<file path="config.mk">
export PLATFORM = sky130hd
export DESIGN_NAME = life_manager
export DESIGN_NICKNAME = d
export VERILOG_FILES = /design/src/rtl/life_manager.sv
export SDC_FILE = /design/constraint.sdc
export NUM_CORES = 1
export LEC_CHECK = 0
export CORE_UTILIZATION = 49
export CTS_CLUSTER_DIAMETER = 80
export DETAILED_ROUTE_END_ITERATION = 8
export HOLD_SLACK_MARGIN = 0.05
export PLACE_DENSITY = 0.78
export SLEW_MARGIN = 10
export SYNTH_ARGS = -nofsm -noshare
export SYNTH_HDL_FRONTEND = slang
export SYNTH_SLANG_ARGS = --single-unit
</file>
<file path="constraint.sdc">
create_clock -name clk -period 2.1 [get_ports clk]
set_input_delay 0.42 -clock clk [delete_from_list [all_inputs] [get_ports clk]]
set_output_delay 0.42 -clock clk [all_outputs]
set_load 0.05 [all_outputs]
</file>
<file path="src/rtl/life_manager.sv">
// Player life counter with drain/respawn/relaunch sequencing and bonus lives.
// Optional ball-save window after each launch when LIFE_GRACE_EN is defined.
//
// state   | meaning
// --------+-----------------------------------------------------------
// IDLE    | no game; life held at INIT_LIVES, waiting for a start rise
// LAUNCH  | one-cycle ballLaunch pulse, ball placed at the plunger
// PLAY    | ball in play; drains cost a life (unless ball-save is open)
// RESPAWN | ball drained, counting frameTicks until the next launch
// OVER    | game over; life held at 0 until start falls
module life_manager #(
    parameter int unsigned INIT_LIVES     = 3,
    parameter int unsigned MAX_LIVES      = 9,
    parameter int unsigned RESPAWN_FRAMES = 60,
    parameter int unsigned GRACE_FRAMES   = 120
) (
    input  logic       clk,
    input  logic       resetN,
    input  logic       frameTick_i,
    input  logic       start_i,
    input  logic       gameEnd_i,
    input  logic       ballLost_i,
    input  logic       extraLife_i,
    output logic [3:0] life_o,
    output logic       ballLaunch_o,
    output logic       respawnPending_o,
    output logic       ballSaveActive_o
);

    // One frame counter is shared by the respawn delay and the ball-save window.
    localparam int unsigned CNT_MAX = (RESPAWN_FRAMES > GRACE_FRAMES) ? RESPAWN_FRAMES : GRACE_FRAMES;
    localparam int unsigned CNT_W   = $clog2(CNT_MAX + 1);

    localparam logic [3:0]       INIT_L    = 4'(INIT_LIVES);
    localparam logic [3:0]       MAX_L     = 4'(MAX_LIVES);
    localparam logic [CNT_W-1:0] RESP_LAST = CNT_W'(RESPAWN_FRAMES - 1);
`ifdef LIFE_GRACE_EN
    localparam logic [CNT_W-1:0] GRACE_LAST = CNT_W'(GRACE_FRAMES - 1);
`endif

    typedef enum logic [2:0] {
        S_IDLE,
        S_LAUNCH,
        S_PLAY,
        S_RESPAWN,
        S_OVER
    } state_t;

    state_t           state_q, state_d;
    logic [3:0]       life_q, life_d;
    logic [CNT_W-1:0] cnt_q, cnt_d;
    logic             start_q;
    logic [3:0]       life_inc;
`ifdef LIFE_GRACE_EN
    logic             save_q, save_d;
`endif

    assign life_inc = (life_q >= MAX_L) ? MAX_L : life_q + 4'd1;

    always_ff @(posedge clk or negedge resetN) begin
        if (!resetN) begin
            state_q <= S_IDLE;
            life_q  <= INIT_L;
            cnt_q   <= '0;
            start_q <= 1'b0;
`ifdef LIFE_GRACE_EN
            save_q  <= 1'b0;
`endif
        end else begin
            state_q <= state_d;
            life_q  <= life_d;
            cnt_q   <= cnt_d;
            start_q <= start_i;
`ifdef LIFE_GRACE_EN
            save_q  <= save_d;
`endif
        end
    end

    always_comb begin
        state_d = state_q;
        life_d  = life_q;
        cnt_d   = cnt_q;
`ifdef LIFE_GRACE_EN
        save_d  = save_q;
`endif
        if (!start_i) begin
            // Abort from anywhere, including game-over acknowledge.
            state_d = S_IDLE;
            life_d  = INIT_L;
            cnt_d   = '0;
`ifdef LIFE_GRACE_EN
            save_d  = 1'b0;
`endif
        end else begin
            unique case (state_q)
                S_IDLE: begin
                    life_d = INIT_L;
                    cnt_d  = '0;
                    if (!start_q) begin
                        state_d = S_LAUNCH;
                    end
                end

                S_LAUNCH: begin
                    if (gameEnd_i) begin
                        state_d = S_OVER;
                        life_d  = 4'd0;
                        cnt_d   = '0;
`ifdef LIFE_GRACE_EN
                        save_d  = 1'b0;
`endif
                    end else begin
                        state_d = S_PLAY;
                        cnt_d   = '0;
`ifdef LIFE_GRACE_EN
                        save_d  = 1'b1;
`endif
                        if (extraLife_i) begin
                            life_d = life_inc;
                        end
                    end
                end

                S_PLAY: begin
                    if (gameEnd_i) begin
                        state_d = S_OVER;
                        life_d  = 4'd0;
                        cnt_d   = '0;
`ifdef LIFE_GRACE_EN
                        save_d  = 1'b0;
`endif
                    end else begin
`ifdef LIFE_GRACE_EN
                        if (save_q && frameTick_i) begin
                            cnt_d = cnt_q + CNT_W'(1);
                            if (cnt_q == GRACE_LAST) begin
                                save_d = 1'b0;
                            end
                        end
                        if (ballLost_i && save_q) begin
                            // Saved drain: free immediate relaunch, window restarts in LAUNCH.
                            state_d = S_LAUNCH;
                            if (extraLife_i) begin
                                life_d = life_inc;
                            end
                        end else
`endif
                        if (ballLost_i) begin
`ifdef LIFE_GRACE_EN
                            save_d = 1'b0;
`endif
                            if (extraLife_i) begin
                                // Bonus cancels the drain; always a respawn, never game over.
                                state_d = S_RESPAWN;
                                cnt_d   = '0;
                            end else begin
                                life_d = life_q - 4'd1;
                                if (life_q == 4'd1) begin
                                    state_d = S_OVER;
                                end else begin
                                    state_d = S_RESPAWN;
                                    cnt_d   = '0;
                                end
                            end
                        end else if (extraLife_i) begin
                            life_d = life_inc;
                        end
                    end
                end

                S_RESPAWN: begin
                    if (gameEnd_i) begin
                        state_d = S_OVER;
                        life_d  = 4'd0;
                        cnt_d   = '0;
                    end else begin
                        if (extraLife_i) begin
                            life_d = life_inc;
                        end
                        if (frameTick_i) begin
                            if (cnt_q == RESP_LAST) begin
                                state_d = S_LAUNCH;
                                cnt_d   = '0;
                            end else begin
                                cnt_d = cnt_q + CNT_W'(1);
                            end
                        end
                    end
                end

                S_OVER: begin
                    life_d = 4'd0;
                end

                default: begin
                    state_d = S_IDLE;
                    life_d  = INIT_L;
                    cnt_d   = '0;
                end
            endcase
        end
    end

    assign life_o           = life_q;
    assign ballLaunch_o     = (state_q == S_LAUNCH);
    assign respawnPending_o = (state_q == S_RESPAWN);
`ifdef LIFE_GRACE_EN
    assign ballSaveActive_o = save_q;
`else
    assign ballSaveActive_o = 1'b0;
`endif

    a_life_max: assert property (@(posedge clk) disable iff (!resetN) life_q <= MAX_L);
    a_over_zero: assert property (@(posedge clk) disable iff (!resetN)
                                  (state_q == S_OVER) |-> (life_q == 4'd0));

endmodule

</file>
---- Word-level counts from Yosys, hierarchy flattened ----
Cells that the tools add are included.
word-level totals
  bits in registers ....................... 15
  input bits .............................. 7
  output and inout port bits .............. 7
  logic and storage cells ................. 53
cells by class
  add/sub/neg operators ................... 3
  order comparisons ....................... 1
  eq/ne operators ......................... 13
  muxes and demuxes ....................... 28
  reduce and logical (&&, ||, !) cells .... 4
operators by type and width
  operator               count
  $mux W7                8
  $mux W3                10
  $mux W4                7
  $pmux W7 S3            1
  $pmux W3 S5            1
  $pmux W4 S3            1
  $ne A5 B5 Y1 const B   2
  $ne A4 B4 Y1 const B   2
  $add A7 B1 Y7 const B  1
  $eq A7 B6 Y1 const B   1
  $eq A3 B2 Y1 const B   2
  $reduce_and A5 Y1      1
  $add A4 B1 Y4 const B  1
  $eq A4 B1 Y1 const B   1
  $ge A4 B4 Y1 const B   1
  $ne A4 B3 Y1 const B   1
  $reduce_and A4 Y1      1
  $sub A4 B1 Y4 const B  1
  $eq A3 B1 Y1 const B   1
  $eq A3 B3 Y1 const B   1
  $logic_not A3 Y1       1
  $ne A3 B3 Y1 const B   1
  $ne A2 B2 Y1 const B   1
  $reduce_or A2 Y1       1

---- Longest topological paths before layout ----
  depth in word-level cells ............... 7
  gate-level depth with buffers ........... 7

---- Worst setup path before layout ----
Ideal clock, no wire load.
  path kind ............................... register to register
  start ................................... register life_q[1], in the netlist life_o[1]
  end ..................................... register cnt_q[5]
  data arrival time ....................... 2,144 ps
  required time ........................... 2,022 ps
  path slack .............................. -122 ps
  cell stages (with the launch flop) ...... 8
  buffers on the path ..................... 0
  period minus slack after synthesis ...... 2,222 ps
  path through ............................ dfstp_2 > inv_1 > ha_1 > or4b_4 > nand2_1 > a22o_1 > or4_1 > a21boi_1
between the ends
  longest elaborated chain between the ends .. 3
ends and longest elaborated chain
  element                             line  text
  start, declared                     50    logic [3:0] life_q, life_d;
  start signal, assigned              71    life_q <= life_d;
  $eq A4 B1 Y1                        159   if (life_q == 4'd1) begin
  $ne A5 B5 Y1 (no source line)       n/a
  $reduce_and A4 Y1 (no source line)  n/a
  end signal, assigned                72    cnt_q <= cnt_d;
  end, declared                       51    logic [CNT_W-1:0] cnt_q, cnt_d;
No other way between the ends.
A chain may end at the register's enable or synchronous reset.

---- Worst setup path in the final report ----
Same ends and word-level chain as after synthesis.

==> results.md <==
* Status: completed
* Post-DRT Antenna Nets at 0
* Worst rel slew slack at 53.4%
* Final setup vio count at 0
* Fmax at around 490 MHz
* Yosys top cell area share at 27.6%
* Sequential fraction of the synthesis area at 32.1%
* Pin count of the biggest net entering global routing at 16
* TritonCTS buffer count at 3
* Resized Gates After CTS at 0
* Post-synthesis async set-or-reset flop share at 100%
* Deepest clock path buffer count at 2
* Peak supply drop at 0.000582 V
* Vias per cell at 6.16
* CTS tree: built
* Simple-gate share of the synthesized area at between 20 and 30%
* GRT Residual Overflow at 0
* Commonest cells post-synth: 15 x nand2_1, 13 x dfrtp_1, 11 x nor2_1
* Synth Area in XOR/XNOR at 0.743%
* Max-Cap Viols at 0
* Post-Layout Inst Area at 0.00150 mm2
* Clk_skew at 8.58 ps
* Share of cells above drive strength 1 at between 20% and 30%
* Post-synth EDFFs at 0
* Peak fanout along the critical path at 7
* R2R Setup Slk at 40 ps
* Startpoint Class: register
* Synth warnings at 0
* Count leader, synth: nand2_1
* Die area at 0.00261 mm2
* Minimum clock period at 2060 ps
* Final Routed Wirelength at 2990 um
* Count of different cell masters after synthesis at 55
* WS Path Type: register to register
* PortBufs at 12
* Nature of the critical path endpoint: register
* Max H-tree Level at 1
* GP Congestion at 0.899
* First-pass GRT wire length at 5110 um
* Area Growth Syn to Fin at 26.9%
* Ant. Diodes at 0
* Largest family of logic cells by synthesized area: compound AO/OA/AOI/OAI gates
* Synthesized instance count at roughly 140
* Syn_nets at 150
* Nets at 177
* Root Buffer: clkbuf_4
* Power Dens Cells at 491 mW/mm2
* Yosys top cell by area: dfrtp_1
* Post-Syn Area at approximately 0.0012 mm2
* Detailed placement HPWL at between 2000 and 2500 um
* Post-DR wirelength/cell at roughly 16 um
* CP required at approximately 2300 ps
* Placed cell count at around 190
* Postcts setup bufs at 0
* Number of global-route vias before repair at 1,104
* Synth Area in Compound Gates at about 28%
* Initial antenna violation count at 0
* Detailed Routing Iterations Pass 1 at 4
* Initial Utilization at between 50 and 60%
* Syn Area/Cell at 8.48 um2
* Final count of hold timing violations at 0
* Critical path, cell by cell: inv_2, ha_4, or4b_4, nand2_2, a22o_4, or4_1, a21boi_1
* Post-synth top flop: dfrtp_1
* Crit path DAT at 2280 ps
* Worst skew pair latency at 290 ps
* DRC viols at 0
* Max incr delay on CP at 630 ps
* Final period util at a little over nine tenths
* LEAKAGE at 0.651 nW
* FF+latch count, synth at 15
* Placed inst area at 0.00145 mm2
* RSZ-0062 raised after global routing: yes
* Initial drt markers at 55
* Vias at ~1,200
* I/O Pins at 14
* Delay-heaviest family, CP: simple AND/OR/NAND/NOR gates
* DIE WIDTH at 51.0 um
* Final Slew Violations at 0
* Worst hold path class: register to register
* Sink Count at 15
* Post-Synth Adder-Cell Area at 5.10%
* DIE HEIGHT at roughly 51 um
* Hold buffer count at cts at 0
* Post-route insts no fill at approximately 190
* Mux cell area share after synthesis at 0.849%
* Top cells by area, synth: dfrtp_1 28%, nand2_1 4.8%, dfstp_2 4.5%
* Worst-margin pin slew at 697 ps
* Slowest-stage cell, CP: dfstp_4
* GRT Total Usage at 26.1%
* Critical path buffers and inverters at 1
* CTS clock-pin slew for the worst setup and hold paths at roughly 100 ps
* Core area at around 0.0022 mm2
* Row count at 17
[state kept, by name (all words and copies together) (netlist names)]
name and cells:
start_q 1, state_q 3, cnt_q 7, life_o 4
[per-stage QoR]
step                      power [mW]  hold slack (ps)  setup slack, ps  setup TNS, ps  util [%]
after floorplan                0.472              124            -6.03          -6.03         -
after global placement         0.559              416            -95.7           -360      65.1
after detailed placement       0.566              429             -116           -720      65.1
after CTS                      0.740              439             9.70              0      66.3
after global routing           0.773              472            -18.7          -18.7      66.9
final                          0.734              433             41.2              0      66.9
[layer usage]
metal	GRT usage (%)	up-vias	wire (um)
met5	0	-	0
met4	5.56	0	17
met3	5.65	2	130
met2	44.3	26	1470
met1	33.5	581	1380
li1	-	580	-
[power by group]
part           internal, mW  leakage, nW  switching, mW  total [mW]
Clock                0.0709       0.0177         0.0976       0.168
Sequential            0.305        0.199         0.0143       0.319
Combinational         0.107        0.434          0.139       0.247
[cells by family (layout without fill, tap and decap cells)]
family | count (synthesis) | in the layout
muxes | 1 | 1
xor gates and xnor gates | 1 | 1
DFF | 15 | 15
AOI/OAI and AO/OA | 44 | 44
adders and majority gates | 5 | 5
and+or+nand+nor | 59 | 59
buffers and inverters | 13 | 39
other | 1 | 1
[cell type report]
type	instances	area (um2)
tap	28	35.0
timing repair buffer	29	263
inverter	6	22.5
fill	191	738
clock buffer	3	22.5
sequential	15	385
multi-input combinational	111	762
clock inverter	1	5.00
[cell usage in the layout, fill, tap and decap left out, types with 2 or more instances in the layout]
| cell type | count |
|---|---|
| a21boi_1 | 3 |
| a21oi_1 | 5 |
| a22o_1 | 2 |
| a31oi_1 | 3 |
| buf_12 | 2 |
| buf_4 | 20 |
| clkbuf_4 | 3 |
| clkdlybuf4s50_1 | 6 |
| dfrtp_1 | 13 |
| dfstp_4 | 2 |
| ha_1 | 3 |
| inv_1 | 5 |
| nand2_1 | 14 |
| nand2b_1 | 3 |
| nand3_1 | 5 |
| nor2_1 | 11 |
| nor2b_1 | 3 |
| nor3_1 | 4 |
| nor3b_1 | 2 |
| o21ai_0 | 4 |
| o31ai_1 | 7 |
| o41ai_1 | 3 |
| or3b_1 | 2 |
| or4_1 | 3 |
[final timing paths]
check                                 startpoint                      to  cells past startpoint
max                        life_o[1]$_DFFE_PN1P_    cnt_q[5]$_DFFE_PN0P_                      7
min                            start_q$_DFF_PN0_  state_q[0]$_DFFE_PN0P_                      1
max reg2reg                life_o[1]$_DFFE_PN1P_    cnt_q[5]$_DFFE_PN0P_                      7
max in group asynchronous                 resetN  state_q[0]$_DFFE_PN0P_                      1
min in group asynchronous                 resetN    cnt_q[4]$_DFFE_PN0P_                      1
min reg2reg                    start_q$_DFF_PN0_  state_q[0]$_DFFE_PN0P_                      1
Note: power is estimated with default switching activity, not from simulation.
